===== src/rtl/output_router_ctrl.sv =====
// ---------------------------------------------------------------------------
// output_router_ctrl
//
// Sequencer between the PE array output row and the output scratchpad.
// For every output vector it waits for PE results, pulses the router enable
// and PE acknowledge to capture them, then writes the router's packed groups
// to the scratchpad, one group per accepted write. After the programmed
// number of vectors it pulses o_done and returns to idle.
//
// Configuration macro:
//   OUT_ROUTER_SKIP_EMPTY_EN - when defined, groups whose lanes are all
//   invalid in the captured mask are skipped. Each vector then ends after
//   its highest non-empty group. When undefined, every group is written.
//
// Ports:
//   i_clk         clock, rising edge
//   i_nrst        synchronous active-low reset
//   i_start       one-cycle job start, honoured only in IDLE
//   i_base_addr   first scratchpad write address, latched on start
//   i_vec_cnt     number of vectors to drain, latched on start
//   i_valid       per-lane PE result valid (bit i = lane i)
//   i_spad_ready  scratchpad accepts a write this cycle
//   o_router_en   one-cycle capture pulse to the output router
//   o_pe_ack      one-cycle acknowledge to the PEs, same cycle as o_router_en
//   o_group_sel   router group currently being written
//   o_spad_addr   scratchpad write address
//   o_spad_we     scratchpad write strobe
//   o_busy        high whenever a job is in progress
//   o_done        one-cycle job-complete pulse
// ---------------------------------------------------------------------------
module output_router_ctrl #(
  parameter int SPAD_ADDR_WIDTH = 8,
  parameter int SPAD_DATA_WIDTH = 16,
  parameter int ROUTER_COUNT    = 5,
  parameter int DATA_WIDTH      = 8,
  parameter int MEMBER_CNT      = (SPAD_DATA_WIDTH + DATA_WIDTH - 1) / DATA_WIDTH,
  parameter int GROUP_CNT       = (ROUTER_COUNT + MEMBER_CNT - 1) / MEMBER_CNT,
  parameter int CNT_WIDTH       = 8,
  localparam int GSEL_WIDTH     = (GROUP_CNT > 1) ? $clog2(GROUP_CNT) : 1
) (
  input  logic                       i_clk,
  input  logic                       i_nrst,
  input  logic                       i_start,
  input  logic [SPAD_ADDR_WIDTH-1:0] i_base_addr,
  input  logic [CNT_WIDTH-1:0]       i_vec_cnt,
  input  logic [ROUTER_COUNT-1:0]    i_valid,
  input  logic                       i_spad_ready,
  output logic                       o_router_en,
  output logic                       o_pe_ack,
  output logic [GSEL_WIDTH-1:0]      o_group_sel,
  output logic [SPAD_ADDR_WIDTH-1:0] o_spad_addr,
  output logic                       o_spad_we,
  output logic                       o_busy,
  output logic                       o_done
);

  typedef enum logic [1:0] {
    S_IDLE,
    S_WAIT,
    S_DRAIN,
    S_DONE
  } state_e;

  state_e                       state_q, state_d;
  logic [SPAD_ADDR_WIDTH-1:0]   addr_q, addr_d;
  logic [GSEL_WIDTH-1:0]        group_q, group_d;
  logic [CNT_WIDTH-1:0]         remain_q, remain_d;
  logic                         router_en_q, router_en_d;

  // Group bookkeeping shared by the sequencing logic below
  logic                         last_group;
  logic [GSEL_WIDTH-1:0]        next_group;
  logic [GSEL_WIDTH-1:0]        first_group;

`ifdef OUT_ROUTER_SKIP_EMPTY_EN
  // The captured lane mask decides which groups carry data for this vector
  logic [ROUTER_COUNT-1:0]      mask_q, mask_d;
  logic [GROUP_CNT-1:0]         mask_hits;
  logic [GROUP_CNT-1:0]         higher_hits;

  // Bit g set when at least one lane of group g is valid
  function automatic logic [GROUP_CNT-1:0] group_hits(input logic [ROUTER_COUNT-1:0] mask);
    group_hits = '0;
    for (int lane = 0; lane < ROUTER_COUNT; lane++) begin
      if (mask[lane]) begin
        group_hits[lane / MEMBER_CNT] = 1'b1;
      end
    end
  endfunction

  // Lowest non-empty group index at or above 'from'
  function automatic logic [GSEL_WIDTH-1:0] lowest_from(input logic [GROUP_CNT-1:0] hits,
                                                        input int from);
    lowest_from = '0;
    for (int k = GROUP_CNT - 1; k >= 0; k--) begin
      if (hits[k] && (k >= from)) begin
        lowest_from = GSEL_WIDTH'(k);
      end
    end
  endfunction

  assign mask_hits   = group_hits(mask_q);
  assign higher_hits = mask_hits >> group_q;
  // Current group is the last one when no non-empty group lies above it
  assign last_group  = ((higher_hits >> 1) == '0);
  assign next_group  = lowest_from(mask_hits, int'(group_q) + 1);
  // i_valid is non-zero whenever this is used, so a non-empty group exists
  assign first_group = lowest_from(group_hits(i_valid), 0);
`else
  // Without skipping the mask has no effect on sequencing, so it is not kept
  localparam logic [GSEL_WIDTH-1:0] LAST_GROUP = GSEL_WIDTH'(GROUP_CNT - 1);

  assign last_group  = (group_q == LAST_GROUP);
  assign next_group  = group_q + 1'b1;
  assign first_group = '0;
`endif

  // Next-state and datapath logic. A write is accepted on any DRAIN cycle
  // with ready high since the write strobe is decoded from DRAIN alone.
  always_comb begin
    state_d     = state_q;
    addr_d      = addr_q;
    group_d     = group_q;
    remain_d    = remain_q;
    router_en_d = 1'b0;
`ifdef OUT_ROUTER_SKIP_EMPTY_EN
    mask_d      = mask_q;
`endif
    case (state_q)
      S_IDLE: begin
        if (i_start) begin
          addr_d   = i_base_addr;
          remain_d = i_vec_cnt;
          state_d  = (i_vec_cnt == '0) ? S_DONE : S_WAIT;
        end
      end
      S_WAIT: begin
        if (i_valid != '0) begin
`ifdef OUT_ROUTER_SKIP_EMPTY_EN
          mask_d      = i_valid;
`endif
          group_d     = first_group;
          router_en_d = 1'b1;
          state_d     = S_DRAIN;
        end
      end
      S_DRAIN: begin
        if (i_spad_ready) begin
          addr_d = addr_q + 1'b1;
          if (last_group) begin
            remain_d = remain_q - 1'b1;
            group_d  = '0;
            state_d  = (remain_q == CNT_WIDTH'(1)) ? S_DONE : S_WAIT;
          end else begin
            group_d = next_group;
          end
        end
      end
      S_DONE: begin
        state_d = S_IDLE;
      end
      default: begin
        state_d = S_IDLE;
      end
    endcase
  end

  // State and datapath registers; reset aborts any job without o_done
  always_ff @(posedge i_clk) begin
    if (!i_nrst) begin
      state_q     <= S_IDLE;
      addr_q      <= '0;
      group_q     <= '0;
      remain_q    <= '0;
      router_en_q <= 1'b0;
`ifdef OUT_ROUTER_SKIP_EMPTY_EN
      mask_q      <= '0;
`endif
    end else begin
      state_q     <= state_d;
      addr_q      <= addr_d;
      group_q     <= group_d;
      remain_q    <= remain_d;
      router_en_q <= router_en_d;
`ifdef OUT_ROUTER_SKIP_EMPTY_EN
      mask_q      <= mask_d;
`endif
    end
  end

  // Outputs come only from registers or decoded registered state
  assign o_router_en = router_en_q;
  assign o_pe_ack    = router_en_q;
  assign o_group_sel = group_q;
  assign o_spad_addr = addr_q;
  assign o_spad_we   = (state_q == S_DRAIN);
  assign o_busy      = (state_q != S_IDLE);
  assign o_done      = (state_q == S_DONE);

endmodule


===== config.mk =====
export PLATFORM = sky130hd
export DESIGN_NAME = output_router_ctrl
export DESIGN_NICKNAME = d
export VERILOG_FILES = /design/src/rtl/output_router_ctrl.sv
export SDC_FILE = /design/constraint.sdc
export NUM_CORES = 1
export LEC_CHECK = 0
export CORE_MARGIN = 2
export CORE_UTILIZATION = 50
export CTS_CLUSTER_DIAMETER = 40
export DETAILED_ROUTE_END_ITERATION = 8
export PLACE_DENSITY = 0.95
export SLEW_MARGIN = 15
export SYNTH_ARGS = -nofsm -noshare
export SYNTH_HDL_FRONTEND = slang
export SYNTH_SLANG_ARGS = --single-unit
export TNS_END_PERCENT = 100

===== constraint.sdc =====
create_clock -name i_clk -period 2.39 [get_ports i_clk]
set_clock_uncertainty 0.05 [all_clocks]
set_input_delay 0.478 -clock i_clk [delete_from_list [all_inputs] [get_ports i_clk]]
set_output_delay 0.478 -clock i_clk [all_outputs]
set_load 0.005 [all_outputs]

# After elaboration in Yosys (flattened, before gate mapping)
# Cells that the tools add are included.
[totals]
out_inout_bits = 15
in_bits = 25
wordCells = 47
ff_bits = 21
[classes]
reduce_logical = 11
n_mux = 19
n_addsub = 3
n_eq_ne = 9
[op_table]
columns = ["op", "n"]
rows = [
  ["$mux 8", 5],
  ["$pmux 8 s2", 2],
  ["$mux 2", 9],
  ["$add 8x1->8 const B", 1],
  ["$eq 8x1->1 const B", 1],
  ["$logic_not 8->1", 1],
  ["$pmux 2 s4", 1],
  ["$reduce_and 4->1", 2],
  ["$sub 8x1->8 const B", 1],
  ["$eq 2x2->1 const B", 3],
  ["$ne 2x2->1 const B", 3],
  ["$reduce_and 3->1", 2],
  ["$reduce_bool 2->1", 3],
  ["$reduce_bool 5->1", 1],
  ["$pmux 2 s2", 1],
  ["$add 2x1->2 const B", 1],
  ["$eq 2x1->1 const B", 1],
  ["$logic_not 2->1", 1],
  ["$ne 2x1->1 const B", 1],
  ["$reduce_and 2->1", 1],
  ["$mux 1", 1],
]

# Depth between registers and ports, before layout
# Gate-level depths: netlist of run 1.
[logic_depth]
ltp_word = 5
mapped_depth = 8
depth_no_buf = 6

# Worst setup path after synthesis of run 1
# Ideal clock, no wire load.
[synth_path]
path_kind = "reg2reg"
from = "register remain_q[0]"
to = "register remain_q[6]"
t_required_ns = 2.217
path_buffers = 0
synth_period_minus_slack_ns = 1.629
setup_ns = 0.123
path_stages_with_launch = 7
arrival_time_ns = 1.455
setup_slack_ns = 0.761
path_cell_list = "dfxtp_1 inv_1 ha_1 or3b_4 o31a_1 nor3_2 o41ai_2"
[synth_between]
elab_chain_len = 4
[synth_rtl]
columns = ["element", "line_no", "source"]
rows = [
  ["start, declared", "67", "logic [CNT_WIDTH-1:0] remain_q, remain_d;"],
  ["start signal, assigned", "183", "remain_q <= remain_d;"],
  ["$sub 8x1->8", "151", "remain_d = remain_q - 1'b1;"],
  ["$mux 8", "150", "if (last_group) begin"],
  ["$mux 8", "148", "if (i_spad_ready) begin"],
  ["$pmux 8 s2", "129", "case (state_q)"],
]
# Every way passes these cells. The select of a mux whose other input is x is not followed.
# A chain may end at the register's enable or synchronous reset.

# Worst setup path after layout of run 1
[layout_path]
from = "register state_q[0]"
to = "output port o_spad_we"
[layout_between]
elab_chain_len = 1
[layout_rtl]
columns = ["element", "line_no", "source"]
rows = [
  ["start, declared", "64", "state_e state_q, state_d;"],
  ["start signal, assigned", "180", "state_q <= state_d;"],
  ["$eq 2x2->1", "196", "assign o_spad_we = (state_q == S_DRAIN);"],
  ["end, declared", "52", "output logic o_spad_we,"],
]
# Every way passes these cells.

==> results.toml, run 1 <==
[status]
status = "finished, final reports clean"

[logic_synthesis]
syn-cell-area_sq_mm = 0.00133
syn_avg_cell_area_sq_um = 8.30
synth_async_sr_flop_share_pct = 0
seq_area_frac_synth_pct = 31.6
synthCells = 160
ys_ff_latch = 21
synth_warnings = 0
synth_ff_type = "dfxtp_1"
syn-num-nets = 188
synth_edf_count = 0
yosysUniqueCellTypes = 48

[hold_path]
worst_hold_startpoint = "remain_q[3]$_SDFFE_PN0P_"
hold_class = "reg2reg"
whs_path_depth = 2
min_to = "remain_q[3]$_SDFFE_PN0P_"

[job]
cap_violations = 0

[final_layout]
postLayoutCellArea_sq_mm = 0.00173
final_common_cell = "clkdlybuf4s50_1"
layout_common_cells = "39 x clkdlybuf4s50_1, 21 x dfxtp_1, 13 x a21oi_1, 13 x nor2_1, 11 x nand2_1"
drive_gt1_share_pct = 11.7
nets = 225
antenna_cells = 0
final_cells = 226
area_growth_pct = 29.8
fill_cells = 195

[setup_path]
slowest_stage = "clkdlybuf4s50_1"
cp-end-kind = "primary output"
critPathKind = "reg2out"
crit_family = "buffers and inverters"
crit_path_max_incr_delay_ns = 0.55
startpoint = "state_q[0]$_SDFFE_PN0P_"
rrSetupSlack_ns = 0.53
required_ns = 1.86
cp-start-kind = "flop"
r2r-start = "remain_q[0]$_SDFFE_PN0P_"
r2r_end = "remain_q[6]$_SDFFE_PN0P_"
crit_buf_inv = 2
crit_arrival_ns = 1.69
critPathMaxFanout = 12
reg2reg_depth = 6
timing.critical_path.cells = "nand2b_1, inv_2, clkdlybuf4s50_1"

[placed_design]
placed_cells = 222
place_area_sq_mm = 0.00170
port_buffers = 39
gp_congestion = 0.928
post-dp-hpwl_um = 2570

[power]
power.total_uw = 943
p_clk_share_pct = 18.6
intPower_uw = 625
p_sw_uw = 317
peakVddDrop_mv = 0.316
switching_share_pct = 33.7
combinationalPowerShare_pct = 34.9
p_leak_uw = 0.000614
power_density_mw_per_mm2 = 546
power.share.sequential_pct = 46.5

[route]
ant_nets = 0
dr_total_vias = 1369
drtPass1Iterations = 4
vias_per_cell = 6.06
drt-initial-drc-count = 55
wl_um = 3420
drc = 0
wl_per_cell_um = 15.1

[floorplan]
die_area_sq_mm = 0.00309
initial_utilization_pct = 53.2
die_h_um = 55.6
ios = 40
rows = 18
core_area_sq_mm = 0.00250
die_w_um = 55.6

[global_routing]
antenna_found_initial = 0
grt_first_pass_wirelength_um = 5780
grt_pass1_vias = 1331
grt_usage_pct = 22.7
grt.overflow.total = 0
grt_max_degree = 20

[clock_tree]
clk_pin_slew_worst_paths_ns = 0.13
ctsHoldBuffers = 0
post_cts_buffers = 0
h-tree-depth = 1
clock_latency_ns = 0.31
clkSinkCount = 21
cts_made_buffers = 3
cts_tree = "built"
cts_max_path_buffers = 2
cts-resized-gates = 0
cts-root-buf = "clkbuf_4"

[timing]
worst_pin_slew_ns = 0.530
relSlewSlack_pct = 64.6
rsz0062_at_grt = "false"
finalCritPeriodShare_pct = 92.6
drv_slew = 0
fmax_mhz = 452
period_minus_slack_ns = 2.21
setup_viol = 0
final_hold_viol_count = 0
setup_tns_ns = 0
## worst min-delay path: cells and delay by family, from the launching register on
kind / cells / cell delay, ns
flip-flops: 1 / 0.36
AO/OA/AOI/OAI: 2 / 0.15
## cell type report
type	instances	area, sq um	share of cell area (%)
timing repair buffer	42	413	23.9
tap	30	37.5	2.18
multi-input combinational	123	805	46.6
inverter	6	22.5	1.31
sequential	21	420	24.4
clock buffer	3	22.5	1.31
clock inverter	1	5.00	0.290
## through the flow
stage | setup WS (ns) | hold WS [ns] | util, %
final | 0.176 | 0.498 | 69.0
after global routing | 0.0795 | 0.525 | 69.0
after CTS | 0.186 | 0.496 | 69.0
after detailed placement | 0.237 | 0.470 | 67.9
after global placement | 0.266 | 0.459 | 67.9
after floorplan | 0.761 | 0.432 | -
## power groups by stage
stage | Combinational [uW] | Clock (uW) | Sequential [uW]
global placement | 313 | 0 | 441
detailed placement | 326 | 0 | 445
finish | 329 | 175 | 438
floorplan | 212 | 0 | 433
global route | 361 | 202 | 445
CTS | 328 | 180 | 437
## synthesized netlist by cell type, types with 3 or more instances
library cell,count,area (sq um)
a211oi_1,6,45.0
a21oi_1,13,65.1
a31oi_1,4,25.0
and2_1,4,25.0
and3_1,3,18.8
buf_4,3,22.5
buf_6,4,45.0
dfxtp_1,21,420
ha_1,3,37.5
inv_1,5,18.8
nand2_1,11,41.3
nand2b_1,3,18.8
nand3_1,4,20.0
nand4_1,4,25.0
nor2_1,13,48.8
nor3_1,5,25.0
nor4_1,5,31.3
o21ai_0,7,35.0
o31a_1,3,26.3
o32ai_1,3,26.3
## state kept, by name, indices dropped and copies added, names as in the netlist
signal,cells
o_pe_ack,1
remain_q,8
state_q,2
o_spad_addr,8
o_group_sel,2
## worst max path at each step
| stage | cells past startpoint | endpoint |
|---|---|---|
| finish | 3 | o_spad_we |
| global route | 3 | o_spad_we |
| CTS | 3 | o_spad_we |
| detailed placement | 5 | remain_q[2]$_SDFFE_PN0P_ |
| global placement | 5 | remain_q[2]$_SDFFE_PN0P_ |
| floorplan | 6 | remain_q[6]$_SDFFE_PN0P_ |
## cell families (layout without fill, tap and decap cells)
group | after synthesis | in the layout | share of synthesized area [%]
simple gates | 67 | 67 | 29.4
mux | 1 | 1 | 0.847
compound gates | 52 | 52 | 27.5
buf+inv | 16 | 52 | 7.81
fa+ha+maj | 3 | 3 | 2.83
flops | 21 | 21 | 31.6
## routing by layer
layer / up-vias / wire (um) / share of wire, % / global-route usage [%]
li1: 682 / - / - / -
met1: 617 / 1400 / 41 / 28.3
met2: 59 / 1720 / 50 / 39.3
met3: 11 / 227 / 6.6 / 3.75
met4: 0 / 71 / 2.1 / 8.01
met5: - / 0 / 0 / 0
No activity file was read; power rests on OpenSTA's default activity.
==> run 2: changes to the inputs <==
--- a/config.mk
+++ b/config.mk
@@ -9,7 +9,8 @@
 export CORE_UTILIZATION = 50
 export CTS_CLUSTER_DIAMETER = 40
 export DETAILED_ROUTE_END_ITERATION = 8
-export PLACE_DENSITY = 0.95
+export MAX_ROUTING_LAYER = met4
+export PLACE_DENSITY_LB_ADDON = 0.15
 export SLEW_MARGIN = 15
 export SYNTH_ARGS = -nofsm -noshare
 export SYNTH_HDL_FRONTEND = slang
==> run 2 against run 1 <==
- critical endpoint unchanged
- largest cell class unchanged
- clock power up 5%
- total power up 1.2%
- largest power group unchanged
- non-clock buffer count up 2
- critical path depth unchanged
==> results.toml, run 2 (synthesis gave the netlist of run 1 again) <==
[clock_tree]
cts_tree = "built"
h-tree-depth = 1
clock_latency_ns = 0.31
cts_max_path_buffers = 2
cts-resized-gates = 0
post_cts_buffers = 0
clk_pin_slew_worst_paths_ns = 0.13
cts_made_buffers = 3
clkSinkCount = 21
ctsHoldBuffers = 0
cts-root-buf = "clkbuf_4"

[floorplan]
die_h_um = 55.6
die_w_um = 55.6
die_area_sq_mm = 0.00309
ios = 40
rows = 18
core_area_sq_mm = 0.00250
initial_utilization_pct = 53.2

[setup_path]
required_ns = 1.86
cp-end-kind = "primary output"
crit_arrival_ns = 1.69
timing.critical_path.cells = "nand2b_1, inv_2, clkdlybuf4s50_1"
critPathKind = "reg2out"
startpoint = "state_q[0]$_SDFFE_PN0P_"
slowest_stage = "clkdlybuf4s50_1"
critPathMaxFanout = 12
crit_path_max_incr_delay_ns = 0.55
cp-start-kind = "flop"
crit_buf_inv = 2
crit_family = "buffers and inverters"
r2r-start = "remain_q[0]$_SDFFE_PN0P_"

[global_routing]
grt_pass1_vias = 1245
grt.overflow.total = 0
grt_first_pass_wirelength_um = 5660
grt_max_degree = 18
grt_usage_pct = 23.0
antenna_found_initial = 0

[final_layout]
antenna_cells = 0
final_cells = 228
area_growth_pct = 31.0
drive_gt1_share_pct = 12.6
final_common_cell = "clkdlybuf4s50_1"
layout_common_cells = "39 x clkdlybuf4s50_1, 21 x dfxtp_1, 13 x a21oi_1, 13 x nor2_1, 11 x nand2_1"
nets = 227

[timing]
setup_tns_ns = 0
finalCritPeriodShare_pct = 92.9
drv_slew = 0
fmax_mhz = 450
rsz0062_at_grt = "false"
relSlewSlack_pct = 62.6
final_hold_viol_count = 0
fin_hold_ws_ns = 0.494
worst_pin_slew_ns = 0.555
setup_viol = 0
period_minus_slack_ns = 2.22

[job]
cap_violations = 0

[route]
wl_um = 3410
drc = 0
ant_nets = 0
drtPass1Iterations = 4
vias_per_cell = 6.06
dr_total_vias = 1382
wl_per_cell_um = 15.0
drt-initial-drc-count = 69

[hold_path]
worst_hold_startpoint = "remain_q[3]$_SDFFE_PN0P_"
hold_class = "reg2reg"

[power]
peakVddDrop_mv = 0.390
power_density_mw_per_mm2 = 548
power.total_uw = 954
p_leak_uw = 0.000624

[placed_design]
placed_cells = 224
post-dp-hpwl_um = 2470
gp_congestion = 0.902
port_buffers = 39

[status]
status = "finished, final reports clean"
[run 2: cell types whose count changed in the layout (fill, tap and decap cells not counted), sizes merged]
| cell | before | now |
|---|---|---|
| buf | 3 | 5 |
[run 2: metal layers]
metal	global-route usage, %	routed length (um)	vias up
met2	37.9	1690	54
met5	-	0	-
met1	30.1	1470	646
met4	5.23	18	0
met3	3.04	233	3
li1	-	-	679
[run 2: report_power, final]
group | internal, uW | total, uW | leakage, uW | switching, uW
clock | 62.6 | 183 | 0.0000177 | 121
combinational | 179 | 335 | 0.000434 | 156
sequential | 388 | 435 | 0.000173 | 47.8
total | 630 | 954 | 0.000624 | 325
[run 2: final timing paths]
| kind | cells past startpoint | slack [ns] | endpoint |
|---|---|---|---|
| setup / recovery | 3 | 0.17 | o_spad_we |
| hold / removal | 2 | 0.49 | remain_q[3]$_SDFFE_PN0P_ |
| setup reg to reg | 6 | 0.61 | remain_q[6]$_SDFFE_PN0P_ |
| hold reg to reg | 2 | 0.49 | remain_q[3]$_SDFFE_PN0P_ |
[run 2: layout make-up]
| cell class | instances | area [sq um] |
|---|---|---|
| Inverter | 6 | 22.5 |
| Tap cell | 30 | 37.5 |
| Multi-Input combinational cell | 123 | 805 |
| Sequential cell | 21 | 420 |
| Fill cell | 206 | 759 |
| Timing Repair Buffer | 44 | 428 |
| Clock buffer | 3 | 22.5 |
| Clock inverter | 1 | 5.00 |
[run 2: stage by stage]
stage | worst slack [ns] | util (%) | area [sq um]
finish | 0.169 | 69.6 | 1740
global route | 0.0906 | 69.6 | 1740
CTS | 0.167 | 69.6 | 1740
detailed placement | 0.210 | 68.5 | 1710
global placement | 0.249 | 68.5 | 1710
floorplan | 0.761 | - | 1330
[run 2: worst reg2reg max path, delay by kind of cell (launching register included)]
kind                     cells  cell delay (ns)
adder cells (fa/ha/maj)      1             0.20
buffers and inverters        1             0.12
AND/OR/NAND/NOR              2             0.59
flip-flops                   1             0.37
AO/OA/AOI/OAI                2             0.33
==> run 3: changes to the inputs <==
==> constraint.sdc (replaced) <==
create_clock -name i_clk -period 2.8 [get_ports i_clk]
set_clock_uncertainty 0.05 [all_clocks]
set_input_delay 0.56 -clock i_clk [delete_from_list [all_inputs] [get_ports i_clk]]
set_output_delay 0.56 -clock i_clk [all_outputs]
set_load 0.005 [all_outputs]
==> run 3 against run 2 <==
- setup slack improved by 0.34 ns
- hold slack lost 0.011 ns
- core utilization fell by 0.95 points
- final cell count decreased by 1.3%
- critical endpoint unchanged
- largest cell class unchanged
==> results.toml, run 3 (synthesis gave the netlist of run 1 again) <==
[power]
p_clk_share_pct = 19.3
power_density_mw_per_mm2 = 471
combinationalPowerShare_pct = 34.8
switching_share_pct = 33.8
p_leak_uw = 0.000606
power.share.sequential_pct = 45.9
p_sw_uw = 273
intPower_uw = 535
peakVddDrop_mv = 0.370

[global_routing]
grt_first_pass_wirelength_um = 5580
antenna_found_initial = 0
grt_usage_pct = 22.6
grt_max_degree = 23
grt_pass1_vias = 1281
grt.overflow.total = 0

[final_layout]
drive_gt1_share_pct = 10.8
final_cells = 225
final_common_cell = "clkdlybuf4s50_1"
layout_common_cells = "39 x clkdlybuf4s50_1, 21 x dfxtp_1, 13 x a21oi_1, 13 x nor2_1, 11 x nand2_1"
nets = 224
area_growth_pct = 29.2
antenna_cells = 0

[setup_path]
r2r-start = "remain_q[0]$_SDFFE_PN0P_"
cp-start-kind = "flop"
critPathKind = "reg2out"
critPathMaxFanout = 12
r2r_end = "remain_q[6]$_SDFFE_PN0P_"
cp-end-kind = "primary output"
crit_arrival_ns = 1.68
required_ns = 2.19
reg2reg_depth = 6
rrSetupSlack_ns = 0.99

[timing]
worst_pin_slew_ns = 0.551
relSlewSlack_pct = 63.2
final_hold_viol_count = 0
drv_slew = 0
setup_tns_ns = 0
period_minus_slack_ns = 2.29
setup_viol = 0
rsz0062_at_grt = "false"
finalCritPeriodShare_pct = 81.8
fmax_mhz = 437

[status]
status = "finished, final reports clean"

[clock_tree]
cts-resized-gates = 0
ctsHoldBuffers = 0
clkSinkCount = 21
h-tree-depth = 1
cts_made_buffers = 3
clk_pin_slew_worst_paths_ns = 0.12
clock_latency_ns = 0.31
post_cts_buffers = 0
cts-root-buf = "clkbuf_4"
cts_max_path_buffers = 2
cts_tree = "built"

[placed_design]
post-dp-hpwl_um = 2390
placed_cells = 221
gp_congestion = 0.869
port_buffers = 39

[route]
wl_um = 3300
dr_total_vias = 1384
ant_nets = 0
wl_per_cell_um = 14.7
drtPass1Iterations = 4
vias_per_cell = 6.15
drt-initial-drc-count = 28
drc = 0

[hold_path]
min_to = "remain_q[3]$_SDFFE_PN0P_"
hold_class = "reg2reg"
whs_path_depth = 2
worst_hold_startpoint = "remain_q[3]$_SDFFE_PN0P_"

[floorplan]
die_w_um = 55.6
die_h_um = 55.6
rows = 18
initial_utilization_pct = 53.2
core_area_sq_mm = 0.00250
ios = 40
die_area_sq_mm = 0.00309

[job]
cap_violations = 0
[run 3: changes by cell type in the layout (fill, tap and decap cells not counted), sizes merged]
cell	change
buf	-3
clkbuf	+1
clkinv	-1
[run 3: power by group through the flow]
stage | Combinational [uW] | Clock (uW) | Sequential [uW]
after CTS | 282 | 158 | 370
final | 282 | 156 | 371
after global routing | 310 | 167 | 378
after global placement | 272 | 0 | 375
after detailed placement | 280 | 0 | 377
after floorplan | 181 | 0 | 370
[run 3: cell type report]
class	instances	area [sq um]
multi-input combinational	123	805
fill	216	783
sequential	21	420
timing repair buffer	41	405
tap	30	37.5
clock buffer	4	26.3
inverter	6	22.5
[run 3: worst max-delay path: stages (launching register included)]
cell and delay [ns]:
dfxtp_1 0.42, nand2b_1 0.21, inv_2 0.18, clkdlybuf4s50_1 0.54
[run 3: per-stage QoR]
| stage | area (sq um) | power (uW) | hold slack, ns | worst slack, ns | util [%] |
|---|---|---|---|---|---|
| CTS | 1720 | 810 | 0.483 | 0.505 | 68.7 |
| detailed placement | 1690 | 657 | 0.462 | 0.532 | 67.6 |
| finish | 1720 | 809 | 0.483 | 0.510 | 68.7 |
| global placement | 1690 | 646 | 0.473 | 0.567 | 67.6 |
| floorplan | 1330 | 551 | 0.432 | 1.17 | - |
| global route | 1720 | 854 | 0.517 | 0.443 | 68.7 |
[run 3: worst max path at each step]
stage,start,to,slack [ns],cells after the start
5_1_grt,state_q[0]$_SDFFE_PN0P_,o_spad_we,0.44,3
6_report,state_q[0]$_SDFFE_PN0P_,o_spad_we,0.51,3
4_1_cts,state_q[0]$_SDFFE_PN0P_,o_spad_we,0.51,3
2_1_floorplan,remain_q[0]$_SDFFE_PN0P_,remain_q[6]$_SDFFE_PN0P_,1.17,6
3_5_place_dp,i_spad_ready,remain_q[2]$_SDFFE_PN0P_,0.53,5
3_3_place_gp,i_spad_ready,remain_q[2]$_SDFFE_PN0P_,0.57,5
[run 3: routing by layer]
metal | wire length, um | GRT usage, % | vias up
li1 | - | - | 680
met1 | 1520 | 28.9 | 656
met2 | 1560 | 36.9 | 43
met3 | 183 | 2.81 | 5
met4 | 43 | 7.67 | 0
met5 | 0 | - | -
==> RTL edit 1 (settings of run 1) <==
Reset style: asynchronous (`i_nrst`), changed in one clocked block. Comments in the files are not updated.
--- a/src/rtl/output_router_ctrl.sv
+++ b/src/rtl/output_router_ctrl.sv
@@ -168,3 +168,3 @@
   // State and datapath registers; reset aborts any job without o_done
-  always_ff @(posedge i_clk) begin
+  always_ff @(posedge i_clk or negedge i_nrst) begin
     if (!i_nrst) begin
Function: differs if i_nrst is asserted again (counterexample within 4 cycles, from zero or initial values and one cycle with i_nrst low); with i_nrst held inactive, the same outputs for 10 cycles.
==> RTL edit 1 against run 1 <==
- worst setup slack improved by 0.0035 ns
- routed wire length increased by 2.5%
- sequential cell count unchanged
- non-clock buffer count increased by 1
- register-to-register slack got worse by 0.10 ns
- first-iteration DRC count increased by 11%
- area after synthesis decreased by 2.0%
- sequential share of layout area increased by 6.3 points
- cell area decreased by 0.29%
- critical endpoint unchanged
Power is not compared: it rests on default switching activity, and its combinational part moved more than twofold at a synthesized area within 25%.
==> RTL edit 1: results (changes against run 1) <==
status=finished clean; first-pass GRT wire length=5402 um (-6.6%); Slew @ Worst Pin=0.5692 ns (+0.03951 ns); buffering overhead=24.44% (+0.51 points); Setup WS pre-CTS=0.2605 ns (+0.02364 ns); CP max stage delay=0.50 ns (-0.05 ns); post-synthesis sequential area ratio=40.35% (+8.7 points); die footprint=0.003029 sq mm (-1.8%); share of synthesized registers carrying an async set or reset=100.0% (+100 points); origin of the worst setup path=state_q[0]; top post-synthesis cells by count=23 x nor2_1, 21 x dfrtp_1, 15 x nand2_1; Total GRT Usage=24.94% (+2.2 points); Compound-Gate Fraction of Synth Area=28.82% (+1.3 points); Multi-input comb cells=113 (-8.1%); Non-clock buffers=43 (+2.4%); sequential share of cell area=30.62% (+6.3 points); Synth Area in Adders=2.882% (+0.057 points); Critical Path Fanout Max=18 (+6); Met3 Routed Length=215 um (-5.3%); worst r2r src=state_q[1]; number of global-route vias before repair=1,214 (-8.8%); detailed-placement wirelength estimate=2636 um (+2.5%); Synth area leaders=dfrtp_1 40%, nor2_1 6.6%, a21oi_1 4.6%; Primary FF master, synth=dfrtp_1; first-iteration detailed-routing DRC count=61 (+11%); share of post-route cells with drive strength above 1=8.021% (-3.7 points); drt wl/cell=16.16 um (+6.7%); wl on met1=1354 um (-3.5%); Via Count=1,346 (-1.7%); Layout clock buffers=4 (+1)
==> RTL edit 1: cell count changes after synthesis, moves of 4 or more <==
cell             run 1  this run
o21ai_0              7        11
dfrtp_1              0        21
nor2_1              13        23
and2_1               4         0
a211oi_1             6         1
nand2_1             11        15
dfxtp_1             21         0
==> RTL edit 1: worst register-to-register path: cells and delay by family, from the launching register on <==
kind | cells | cell delay, ns
flip-flops | 1 | 0.53
buffers and inverters | 2 | 0.46
AND/OR/NAND/NOR | 2 | 0.24
AO/OA/AOI/OAI | 2 | 0.58
==> RTL edit 1: power groups by stage <==
stage | registers, mW | logic (mW) | clock network, mW
floorplan | 0.701 | 0.794 | 0
global placement | 0.750 | 1.10 | 0
detailed placement | 0.770 | 1.18 | 0
CTS | 0.762 | 1.18 | 0.180
global route | 0.798 | 1.31 | 0.198
finish | 0.771 | 1.19 | 0.179
==> RTL edit 1: through the flow <==
stage	std cells	total power, mW
floorplan	149	1.495
global placement	213	1.853
detailed placement	213	1.946
CTS	217	2.123
global route	217	2.311
finish	217	2.136
==> RTL edit 1: cells by family after synthesis <==
family	Yosys count
compound gates	53
buf+inv	15
flops	21
simple gates	56
fa+ha+maj	3
mux	1
==> RTL edit 1: per-layer routing <==
metal,track usage (%),vias up
li1,-,629
met1,30.81,639
met2,44.05,67
met3,4.839,11
met4,6.911,0
met5,0,-
==> RTL edit 1: worst min path at each step <==
stage | startpoint | slack, ns | to | cells after the start
6_report | i_nrst | 0.44 | remain_q[4] | 2
5_1_grt | i_nrst | 0.44 | remain_q[4] | 2
4_1_cts | i_nrst | 0.46 | remain_q[4] | 2
3_5_place_dp | remain_q[1] | 0.47 | remain_q[1] | 2
3_3_place_gp | remain_q[1] | 0.45 | remain_q[1] | 2
2_1_floorplan | i_nrst | 0.13 | o_group_sel[0] | 0
==> RTL edit 2 (settings of run 1) <==
Made on the original files. Add a define of `OUT_ROUTER_SKIP_EMPTY_EN`.
--- a/src/rtl/output_router_ctrl.sv
+++ b/src/rtl/output_router_ctrl.sv
@@ -30,2 +30,4 @@
 // ---------------------------------------------------------------------------
+`define OUT_ROUTER_SKIP_EMPTY_EN
+
 module output_router_ctrl #(
Check against the original RTL: not equivalent (a bounded check fails within 4 cycles, from zero or initial values and one cycle with i_nrst low).
==> RTL edit 2 against run 1 <==
- cell area increased by 12%
- area after synthesis increased by 14%
- worst hold slack got worse by 0.040 ns
- via count increased by 19%
- count of clock-buffer cells in the layout unchanged
- worst setup slack improved by 0.19 ns
- non-clock buffer count increased by 5
- sequential cell count increased by 3
- critical path depth unchanged
- power increased by 15%
- routed wire length increased by 22%
- critical path type unchanged
==> RTL edit 2: results (changes against run 1) <==
worst hold endpoint=remain_q[7]; syn_nets=220 (+17%); Pre-antenna DRT Iters=4 (unchanged); largest net degree at the start of global routing=23 (+15%); GPL Wtd Cong=0.8529 (-8.1%); status=finished clean; Vias/cell=6.286 (+3.8%); worst hold stages=2 (unchanged); post-synthesis sequential area ratio=31.76% (+0.12 points); fillers=230 (+18%); Total GRT Usage=25.21% (+2.5 points); R2R depth=6 (unchanged); H-tree depth=1 (unchanged); Clk pin slew, worst setup/hold paths=0.13 ns (about the same); Via Count=1,628 (+19%); worst hold path startpoint=remain_q[7]; Max-Slew Margin vs Limit=59.58% (-5.1 points); top post-synthesis cells by count=24 x dfxtp_1, 19 x nand2_1, 15 x a21oi_1; Synth Area in Adders=2.481% (-0.34 points); first-pass GRT wire length=6782 um (+17%); top cell type's share of synthesized area=31.76% (+0.12 points); Clock Tree Buf Depth=2 (unchanged); drt wl/cell=16.10 um (+6.3%); mux share of post-synthesis cell area=1.323% (+0.48 points); Compound-Gate Fraction of Synth Area=31.35% (+3.9 points); synth unique cells=50 (+4.2%); Worst IR Drop VDD=0.3453 mV (+9.1%); Setup WS pre-CTS=0.06032 ns (-0.1765 ns); Buffers on Ports=39 (unchanged); num rows=19 (+1); final setup margin=0.3624 ns (+0.1866 ns); mean post-synth cell area=7.879 sq um (-5.1%); Placed Area=0.001913 sq mm (+13%); # Post-CTS Setup Buffers=0 (unchanged); number of global-route vias before repair=1,465 (+10%); # diodes=0 (unchanged); R2R setup slack=0.47 ns (-0.06 ns); cts bufs inserted=3 (unchanged); Crit path arrival time=1.50 ns (-0.19 ns); final net count=258 (+15%); share of post-route cells with drive strength above 1=8.333% (-3.4 points); detailed-placement wirelength estimate=3094 um (+20%); Hold Worst Slack=0.4581 ns (-0.04035 ns); R2R Path End=remain_q[6]; share of synthesized registers carrying an async set or reset=0% (unchanged); cts repair resizes=0 (unchanged); Leak=0.6818 nW (+11%); Synth Area in XOR/XNOR=0% (unchanged); first-iteration detailed-routing DRC count=78 (+42%); Critical Path Fanout Max=11 (-1); root buffer cell=clkbuf_4; Synth area leaders=dfxtp_1 32%, a21oi_1 5.0%, nand2_1 4.7%; crit path to=o_spad_we; worst hold path type=reg2reg
==> RTL edit 2: cell type report <==
| cell class | count | area [sq um] | share of cell area (%) |
|---|---|---|---|
| clock buffers | 3 | 22.52 | 1.164 |
| multi-input cells | 145 | 909.6 | 46.99 |
| inverters | 9 | 33.78 | 1.745 |
| repair buffers | 47 | 450.4 | 23.27 |
| flip-flops and latches | 24 | 480.5 | 24.82 |
| well taps | 31 | 38.79 | 2.004 |
==> RTL edit 2: critical path: stages (launching register included) <==
cell and delay, ns:
dfxtp_1 0.42, nand2b_1 0.19, inv_1 0.08, clkdlybuf4s50_1 0.50
==> RTL edit 2: metal layers <==
metal  share of wire, %  vias up  wire length [um]  GRT usage [%]
li1                   -      809                 -              -
met1                 44      754              1852          34.56
met2                 48       58              1984          41.11
met3                6.5        7               272          2.838
met4                1.5        0                61          8.766
met5                  0        -                 0              0
==> RTL edit 2: where the power goes <==
group	switching [mW]	internal, mW
logic	0.192	0.202
registers	0.0606	0.446
clock network	0.127	0.0591
total	0.379	0.707
